## config.mk

```make
export PLATFORM = sky130hd
export DESIGN_NAME = sram_block_buffer
export DESIGN_NICKNAME = d
export VERILOG_FILES = /design/src/rtl/sram_block_buffer.sv
export SDC_FILE = /design/constraint.sdc
export NUM_CORES = 2
export LEC_CHECK = 0
export ABC_AREA = 1
export BUFFER_PORTS_ARGS = -buffer_cell sky130_fd_sc_hd__buf_2
export CORE_UTILIZATION = 40
export DETAILED_ROUTE_END_ITERATION = 6
export SYNTH_ARGS = -nofsm -noshare
export SYNTH_HDL_FRONTEND = slang
export SYNTH_SLANG_ARGS = --single-unit
```

## constraint.sdc

```tcl
create_clock -name clk -period 6.8 [get_ports clk]
set_input_delay 0.68 -clock clk [delete_from_list [all_inputs] [get_ports clk]]
set_output_delay 0.68 -clock clk [all_outputs]
set_load 0.03 [all_outputs]
```

## src/rtl/sram_block_buffer.sv

```systemverilog
// Byte-wide SRAM responder for the AES SRAM controllers.
// Packs read bytes into blocks and serializes result blocks into byte writes.
module sram_block_buffer #(
  parameter int ADDR_BITS   = 8,
  parameter int BLOCK_BYTES = 16
) (
  input  logic                     clk,
  input  logic                     n_rst,
  input  logic                     r_en,
  input  logic                     w_en,
  input  logic [ADDR_BITS-1:0]     addr,
  input  logic                     pl_en,
  input  logic [ADDR_BITS-1:0]     pl_addr,
  input  logic [7:0]               pl_data,
  output logic [7:0]               rd_data,
  output logic                     rd_valid,
  output logic [8*BLOCK_BYTES-1:0] blk_out,
  output logic                     blk_valid,
  input  logic                     blk_ready,
  input  logic [8*BLOCK_BYTES-1:0] blk_in,
  input  logic                     blk_in_valid,
  output logic                     blk_in_ready,
  output logic                     err
);

  localparam int BW    = 8 * BLOCK_BYTES;
  localparam int CW    = (BLOCK_BYTES > 1) ? $clog2(BLOCK_BYTES) : 1;
  localparam int DEPTH = 2 ** ADDR_BITS;
  localparam logic [CW-1:0] LAST = CW'(BLOCK_BYTES - 1);

  localparam logic [0:0] W_EMPTY  = 1'b0;
  localparam logic [0:0] W_LOADED = 1'b1;

  logic [7:0] mem_q [DEPTH];

  logic                 mem_we;
  logic [ADDR_BITS-1:0] mem_waddr;
  logic [7:0]           mem_wdata;

  logic [7:0]    rd_data_q, rd_data_d;
  logic          rd_valid_q, rd_valid_d;
  logic [BW-1:0] blk_out_q, blk_out_d;
  logic          blk_valid_q, blk_valid_d;
  logic [CW-1:0] rcnt_q, rcnt_d;
  logic [0:0]    w_state_q, w_state_d;
  logic [CW-1:0] wcnt_q, wcnt_d;
  logic [BW-1:0] wsh_q, wsh_d;
  logic          err_q, err_d;

  logic wr_err;
  logic rd_drop;

  // Write port arbitration, read launch and serializer FSM.
  always_comb begin
    mem_we     = 1'b0;
    mem_waddr  = pl_addr;
    mem_wdata  = pl_data;
    rd_data_d  = rd_data_q;
    rd_valid_d = 1'b0;
    w_state_d  = w_state_q;
    wcnt_d     = wcnt_q;
    wsh_d      = wsh_q;
    wr_err     = 1'b0;

    if (w_en) begin
      if (w_state_q == W_LOADED) begin
        mem_we    = 1'b1;
        mem_waddr = addr;
        mem_wdata = wsh_q[BW-1 -: 8];
        wsh_d     = wsh_q << 8;
        if (wcnt_q == LAST) begin
          wcnt_d    = '0;
          w_state_d = W_EMPTY;
        end else begin
          wcnt_d = wcnt_q + 1'b1;
        end
      end else begin
        wr_err = 1'b1;
      end
      if (pl_en || r_en) begin
        wr_err = 1'b1;
      end
    end else begin
      if (pl_en) begin
        mem_we = 1'b1;
      end
      if (r_en) begin
        rd_data_d  = mem_q[addr];
        rd_valid_d = 1'b1;
      end
    end

    if ((w_state_q == W_EMPTY) && blk_in_valid) begin
      wsh_d     = blk_in;
      wcnt_d    = '0;
      w_state_d = W_LOADED;
    end
  end

  // Read assembler: a full block stalls new bytes until the handshake.
  always_comb begin
    blk_out_d   = blk_out_q;
    blk_valid_d = blk_valid_q;
    rcnt_d      = rcnt_q;
    rd_drop     = 1'b0;

    if (blk_valid_q && blk_ready) begin
      blk_valid_d = 1'b0;
    end

    if (rd_valid_q) begin
      if (blk_valid_q && !blk_ready) begin
        rd_drop = 1'b1;
      end else begin
        for (int i = 0; i < BLOCK_BYTES; i++) begin
          if (rcnt_q == CW'(i)) begin
            blk_out_d[BW-1-8*i -: 8] = rd_data_q;
          end
        end
        if (rcnt_q == LAST) begin
          rcnt_d      = '0;
          blk_valid_d = 1'b1;
        end else begin
          rcnt_d = rcnt_q + 1'b1;
        end
      end
    end
  end

  always_comb begin
    err_d = err_q | wr_err | rd_drop;
  end

  always_ff @(posedge clk) begin
    if (mem_we) begin
      mem_q[mem_waddr] <= mem_wdata;
    end
  end

  always_ff @(posedge clk) begin
    if (!n_rst) begin
      rd_data_q   <= '0;
      rd_valid_q  <= 1'b0;
      blk_out_q   <= '0;
      blk_valid_q <= 1'b0;
      rcnt_q      <= '0;
      w_state_q   <= W_EMPTY;
      wcnt_q      <= '0;
      wsh_q       <= '0;
      err_q       <= 1'b0;
    end else begin
      rd_data_q   <= rd_data_d;
      rd_valid_q  <= rd_valid_d;
      blk_out_q   <= blk_out_d;
      blk_valid_q <= blk_valid_d;
      rcnt_q      <= rcnt_d;
      w_state_q   <= w_state_d;
      wcnt_q      <= wcnt_d;
      wsh_q       <= wsh_d;
      err_q       <= err_d;
    end
  end

  assign rd_data      = rd_data_q;
  assign rd_valid     = rd_valid_q;
  assign blk_out      = blk_out_q;
  assign blk_valid    = blk_valid_q;
  assign blk_in_ready = (w_state_q == W_EMPTY);
  assign err          = err_q;

endmodule

```

# --- Word-level counts from Yosys, hierarchy flattened ---
# Memory sizes are Yosys's and may differ from the RTL's. A register that Yosys moved wholly into a read port is not among the register bits.
# Cells that the tools add are included.
op_classes:
  n_addsub: 2
  n_mul: 0
  div_mod_pow: 0
  order_cmp: 0
  eq_ne: 16
  shifts: 0
  muxes: 28
  bitwise: 6
  n_reduce_logical: 31
op_table:
  columns: ["cell", "n"]
  rows:
  - ["2-to-1 mux 128 bit", 3]
  - ["AND reduction 3 bit", 16]
  - ["== test 4 bit, second input constant", 9]
  - ["2-to-1 mux 8 bit", 4]
  - ["2-to-1 mux 1 bit", 19]
  - ["== test 4 x 3 -> 1 bit, second input constant", 4]
  - ["adder 4 x 1 -> 4 bit, second input constant", 2]
  - ["== test 4 x 2 -> 1 bit, second input constant", 2]
  - ["2-to-1 mux 4 bit", 2]
  - ["AND reduction 2 bit", 4]
  - ["== test 4 x 1 -> 1 bit, second input constant", 1]
  - ["logical NOT 4 bit", 1]
  - ["NOT 1 bit", 4]
  - ["nonzero test 2 bit", 2]
  - ["OR reduction 2 bit", 2]
  - ["logical AND 1 bit", 3]
  - ["logical NOT 1 bit", 2]
  - ["bitwise OR 1 bit", 2]
  - ["logical OR 1 bit", 1]
totals:
  ff_bits: 268
  latch_bits: 0
  ram_bits: 2048
  rom_bits: 0
  input_bits: 159
  output_inout_bits: 140
  word_cells: 107
  memories: 1
memory_table:
  columns: ["name", "words", "width", "read_ports", "rd_ports_with_merged_regs", "write_ports", "line_no", "source"]
  rows:
  - ["mem_q", 256, 8, 1, 1, 1, "34", "logic [7:0] mem_q [DEPTH];"]

# --- Depth between registers and ports, before layout ---
logic_depth:
  word_depth: 5
  mapped_depth: 17
  ltp_nobuf: 13

# --- Worst setup path before layout ---
# No wires, ideal clock.
synth_path:
  path_type: "input to register"
  start: "input w_en"
  end: "memory mem_q[0][0] (data pin)"
  setup_time_ns: 0.822
  t_arrival_ns: 4.604
  required_ns: 5.978
  slack_ns: 1.374
  stages: 7
  path_buffers: 3
  cell_sequence: "nand2_4 inv_2 buf_2 buf_2 buf_1 nand2_1 nand2_1"
synth_between:
  elab_chain_cells: 1
synth_lines:
  columns: ["item", "line_no", "source"]
  rows:
  - ["start, declared", "10", "input logic w_en,"]
  - ["2-to-1 mux 8 bit", "65", "if (w_en) begin"]
  - ["via mem_wdata[0]", "38", "logic [7:0] mem_wdata;"]
  - ["end, declared", "34", null]
# The timed path passes the listed nets, and every way through them passes these cells.

# --- Worst setup path after layout ---
layout_path:
  start: "register w_state_q"
  end: "memory mem_q[112][1], enable pin"
layout_between:
  elab_chain_cells: 4
  elab_cells_between_ends: 6
  cone_classes: "mux (6)"
layout_lines:
  columns: ["item", "line_no", "source"]
  rows:
  - ["start, declared", "45", "logic [0:0] w_state_q, w_state_d;"]
  - ["start signal, assigned", "157", "w_state_q <= w_state_d;"]
  - ["2-to-1 mux 1 bit", "66", "if (w_state_q == W_LOADED) begin"]
  - ["2-to-1 mux 1 bit", "65", null]
  - ["2-to-1 mux 1 bit", "135", "if (mem_we) begin"]
  - ["2-to-1 mux 1 bit (not written as such)", "136", "mem_q[mem_waddr] <= mem_wdata;"]
# Parallel ways exist; a longest one is shown, timed or not.

==> results.sh <==
export IMPL_setup_violations=0
export IMPL_hold_path_class="in2reg"
export IMPL_power_density_nw_per_um2=291
export IMPL_fp_dieH_um=485
export IMPL_muxShareOfSynthArea=0
export IMPL_h_tree_depth=4
export IMPL_start_kind="flip-flop"
export IMPL_worstSetupPathType="reg2reg"
export IMPL_critPathMaxFanout=41
export IMPL_yosysWarnings=0
export IMPL_wl_met3_um=24300
export IMPL_synth_simple_area_share=0.224
export IMPL_timing_rr_start="w_state_q"
export IMPL_dr_max_layer_used="met5"
export IMPL_finalPower_mw=30.5
export IMPL_avgSynthCellArea_um2=11.3
export IMPL_ys_seq_area_frac=0.717
export IMPL_synth_xor_area_frac=0.000187
export IMPL_outcome="complete, no violations"
export IMPL_wl_per_cell_um=23.0
export IMPL_ys_async_sr_fraction=0
export IMPL_slew_violations=0
export IMPL_synth_ff_type="edfxtp_1"
export IMPL_syn_nets=8460
export IMPL_cts_root_buf="clkbuf_16"
export IMPL_rsz0062_at_grt="false"
export IMPL_areaGrowthSynthToFinish_pct=12.2
export IMPL_synth_edf_count=2048
export IMPL_fin_util=0.452
export IMPL_grt_usage=0.221
export IMPL_peakVddDrop_uv=310
export IMPL_grt_pass1_wl_um=393000
export IMPL_start_util=0.402
export IMPL_cts_resized=0
export IMPL_die_area_um2=236000
export IMPL_wl_um=267000
export IMPL_cts_setup_buffers=0
export IMPL_cts_path_max_buffers=3
export IMPL_post_dp_hpwl_um=156000
export IMPL_max_freq_ghz=0.219
export IMPL_antenna_left=0
export IMPL_synth_cells=8296
export IMPL_post_route_period_util=0.673
export IMPL_fp_row_count=177
export IMPL_synth_top_family_by_area="simple AND/OR/NAND/NOR gates"
export IMPL_path_clk_slew_ns=0.06
export IMPL_wl_met1_um=108000
export IMPL_slew_headroom=0.182
export IMPL_routabilityCongestion=0.881
export IMPL_end_kind="flip-flop"
export IMPL_placed_area_um2=97200
export IMPL_hold_path_depth=3
export IMPL_hold_start="blk_in[1]"
export IMPL_num_fill_cells=21000
export IMPL_leakage_nw=36.9
export IMPL_post_route_cell_area_um2=105000
export IMPL_chipWidth_um=485
export IMPL_core_area_um2=232000
export IMPL_ys_ff_latch=2324
export IMPL_yosys_cell_types_count=35
export IMPL_drc_errors=0
export IMPL_crit_start="w_state_q"
export IMPL_grt_pass1_vias=60600
export IMPL_grt_antenna_before_repair=18
export IMPL_grt_ovfl_total=0
export IMPL_hold_viol=0
export IMPL_multi_input_area_um2=23400
export IMPL_final_setup_skew_ns=0.0686
export IMPL_holdBufCountCts=6
export IMPL_fin_nets=8512
export IMPL_ioPinCount=299
export IMPL_clock_sinks=2324
export IMPL_dr_pass1_iters=6
export IMPL_synthAdderAreaFrac=0.000669
export IMPL_r2r_end="mem_q[112][1]"
export IMPL_post_route_min_period_ns=4.57
export IMPL_ff2ff_path_depth=7
export IMPL_r2r_slack_ns=2.23
export IMPL_num_vias=63800
export IMPL_dr_first_iter_drc_count=7098
export IMPL_regArea_um2=67000
export IMPL_tns_ns=0
export IMPL_cts_buffers=229
export IMPL_grt_max_degree=237
export IMPL_worstMarginPinSlew_ns=1.23
export IMPL_cp_arrival_ns=5.03
export IMPL_drive_gt1_frac=0.0924
export IMPL_cts_tree="yes"
export IMPL_detailroute_wirelength_met2_um=124000
export IMPL_hold_end="wsh_q[1]"
export IMPL_maxCapViolations=0
export IMPL_worst_ep_required_time_ns=7.26
export IMPL_avgViaCountPerCell=5.50
export IMPL_clock_latency_ns=0.89
export IMPL_port_buffers=298
export IMPL_syn_area_um2=93500
export IMPL_synth_compound_area_share=0.0251
==> cell families after synthesis <==
group                      count (synthesis)
buffers and inverters                    664
adders and majority gates                  5
and+or+nand+nor                         4873
AOI/OAI and AO/OA                        428
DFF                                     2324
xor gates and xnor gates                   2
==> Yosys cell counts (all sizes together), types with 4 or more instances <==
library cell / n / share of area
ha: 5 / 0.00067
buf: 413 / 0.023
o221ai: 6 / 0.00056
nand3: 2025 / 0.11
a221oi: 4 / 0.00037
a31oi: 103 / 0.0069
a21oi: 140 / 0.0075
or2: 10 / 0.00067
inv: 75 / 0.0030
nor2: 350 / 0.014
o21ai: 172 / 0.0095
clkinv: 9 / 0.00036
nor3: 18 / 0.0010
dfxtp: 276 / 0.059
clkbuf: 167 / 0.0067
edfxtp: 2048 / 0.66
nand2: 2468 / 0.099
==> worst max-delay path by stage <==
stage	slack (ns)	cells past startpoint	end
2_1_floorplan	1.37	7	mem_q[0][0]
3_3_place_gp	1.99	8	mem_q[112][4]
3_5_place_dp	1.94	8	mem_q[112][4]
4_1_cts	2.19	7	mem_q[112][3]
5_1_grt	2.06	7	mem_q[112][1]
6_report	2.23	7	mem_q[112][1]
==> per-layer routing <==
layer | GRT usage | vias to the layer above
met4 | 0.0895 | 6
met1 | 0.295 | 31000
met2 | 0.353 | 2878
met5 | 0 | -
met3 | 0.0456 | 506
li1 | - | 29400
==> flip-flops by register name, summed over array words and instances, names as in the netlist <==
register,flops
wsh_q,128
err,1
rd_data,8
w_state_q,1
blk_valid,1
mem_q,2048
blk_out,128
rcnt_q,4
rd_valid,1
wcnt_q,4
==> worst max-delay path, cell delays in order (launching register included) <==
cell	delay, ns
dfxtp_1	0.46
nand2_4	0.25
inv_4	0.49
or2_2	0.22
o21ai_2	0.07
nor2_1	0.90
nand2_1	0.87
nor2_1	0.82
==> metrics by stage <==
stage	setup WS, ns	instances	hold slack, ns
2_1_floorplan	1.37	8296	0.426
3_3_place_gp	1.99	11200	0.434
6_report	2.23	11600	0.0738
3_5_place_dp	1.94	11200	0.441
5_1_grt	2.06	11600	0.0335
4_1_cts	2.19	11600	0.0000187
==> layout make-up <==
| cell class | count | share of cell area |
|---|---|---|
| multi-input cells | 5308 | 0.223 |
| repair buffers | 401 | 0.0256 |
| diodes | 11 | 0.000262 |
| clock inverters | 138 | 0.0135 |
| flip-flops and latches | 2324 | 0.639 |
| inverters | 84 | 0.00338 |
| well taps | 3043 | 0.0363 |
| clock buffers | 287 | 0.0589 |
==> power by group <==
group	leakage, nW	switching (mW)	total, mW	internal [mW]
Combinational	12.5	1.59	2.05	0.460
Clock	3.68	5.55	12.7	7.18
Sequential	20.7	0.0400	15.7	15.7
Total	36.9	7.18	30.5	23.3
==> layout by cell type (no fill, tap or decap), types with 9 or more instances in the layout <==
cell type	n
a21oi_1	140
a31oi_1	103
buf_12	30
buf_2	293
buf_4	69
bufinv_16	19
clkbuf_1	39
clkbuf_16	234
clkbuf_8	12
clkinv_1	43
clkinv_2	45
clkinvlp_4	18
dfxtp_1	276
diode_2	11
edfxtp_1	2048
inv_1	63
nand2_1	2459
nand2_4	9
nand3_1	2024
nor2_1	344
nor3_1	17
o21ai_0	164
Note: power is estimated with default switching activity, not from simulation.
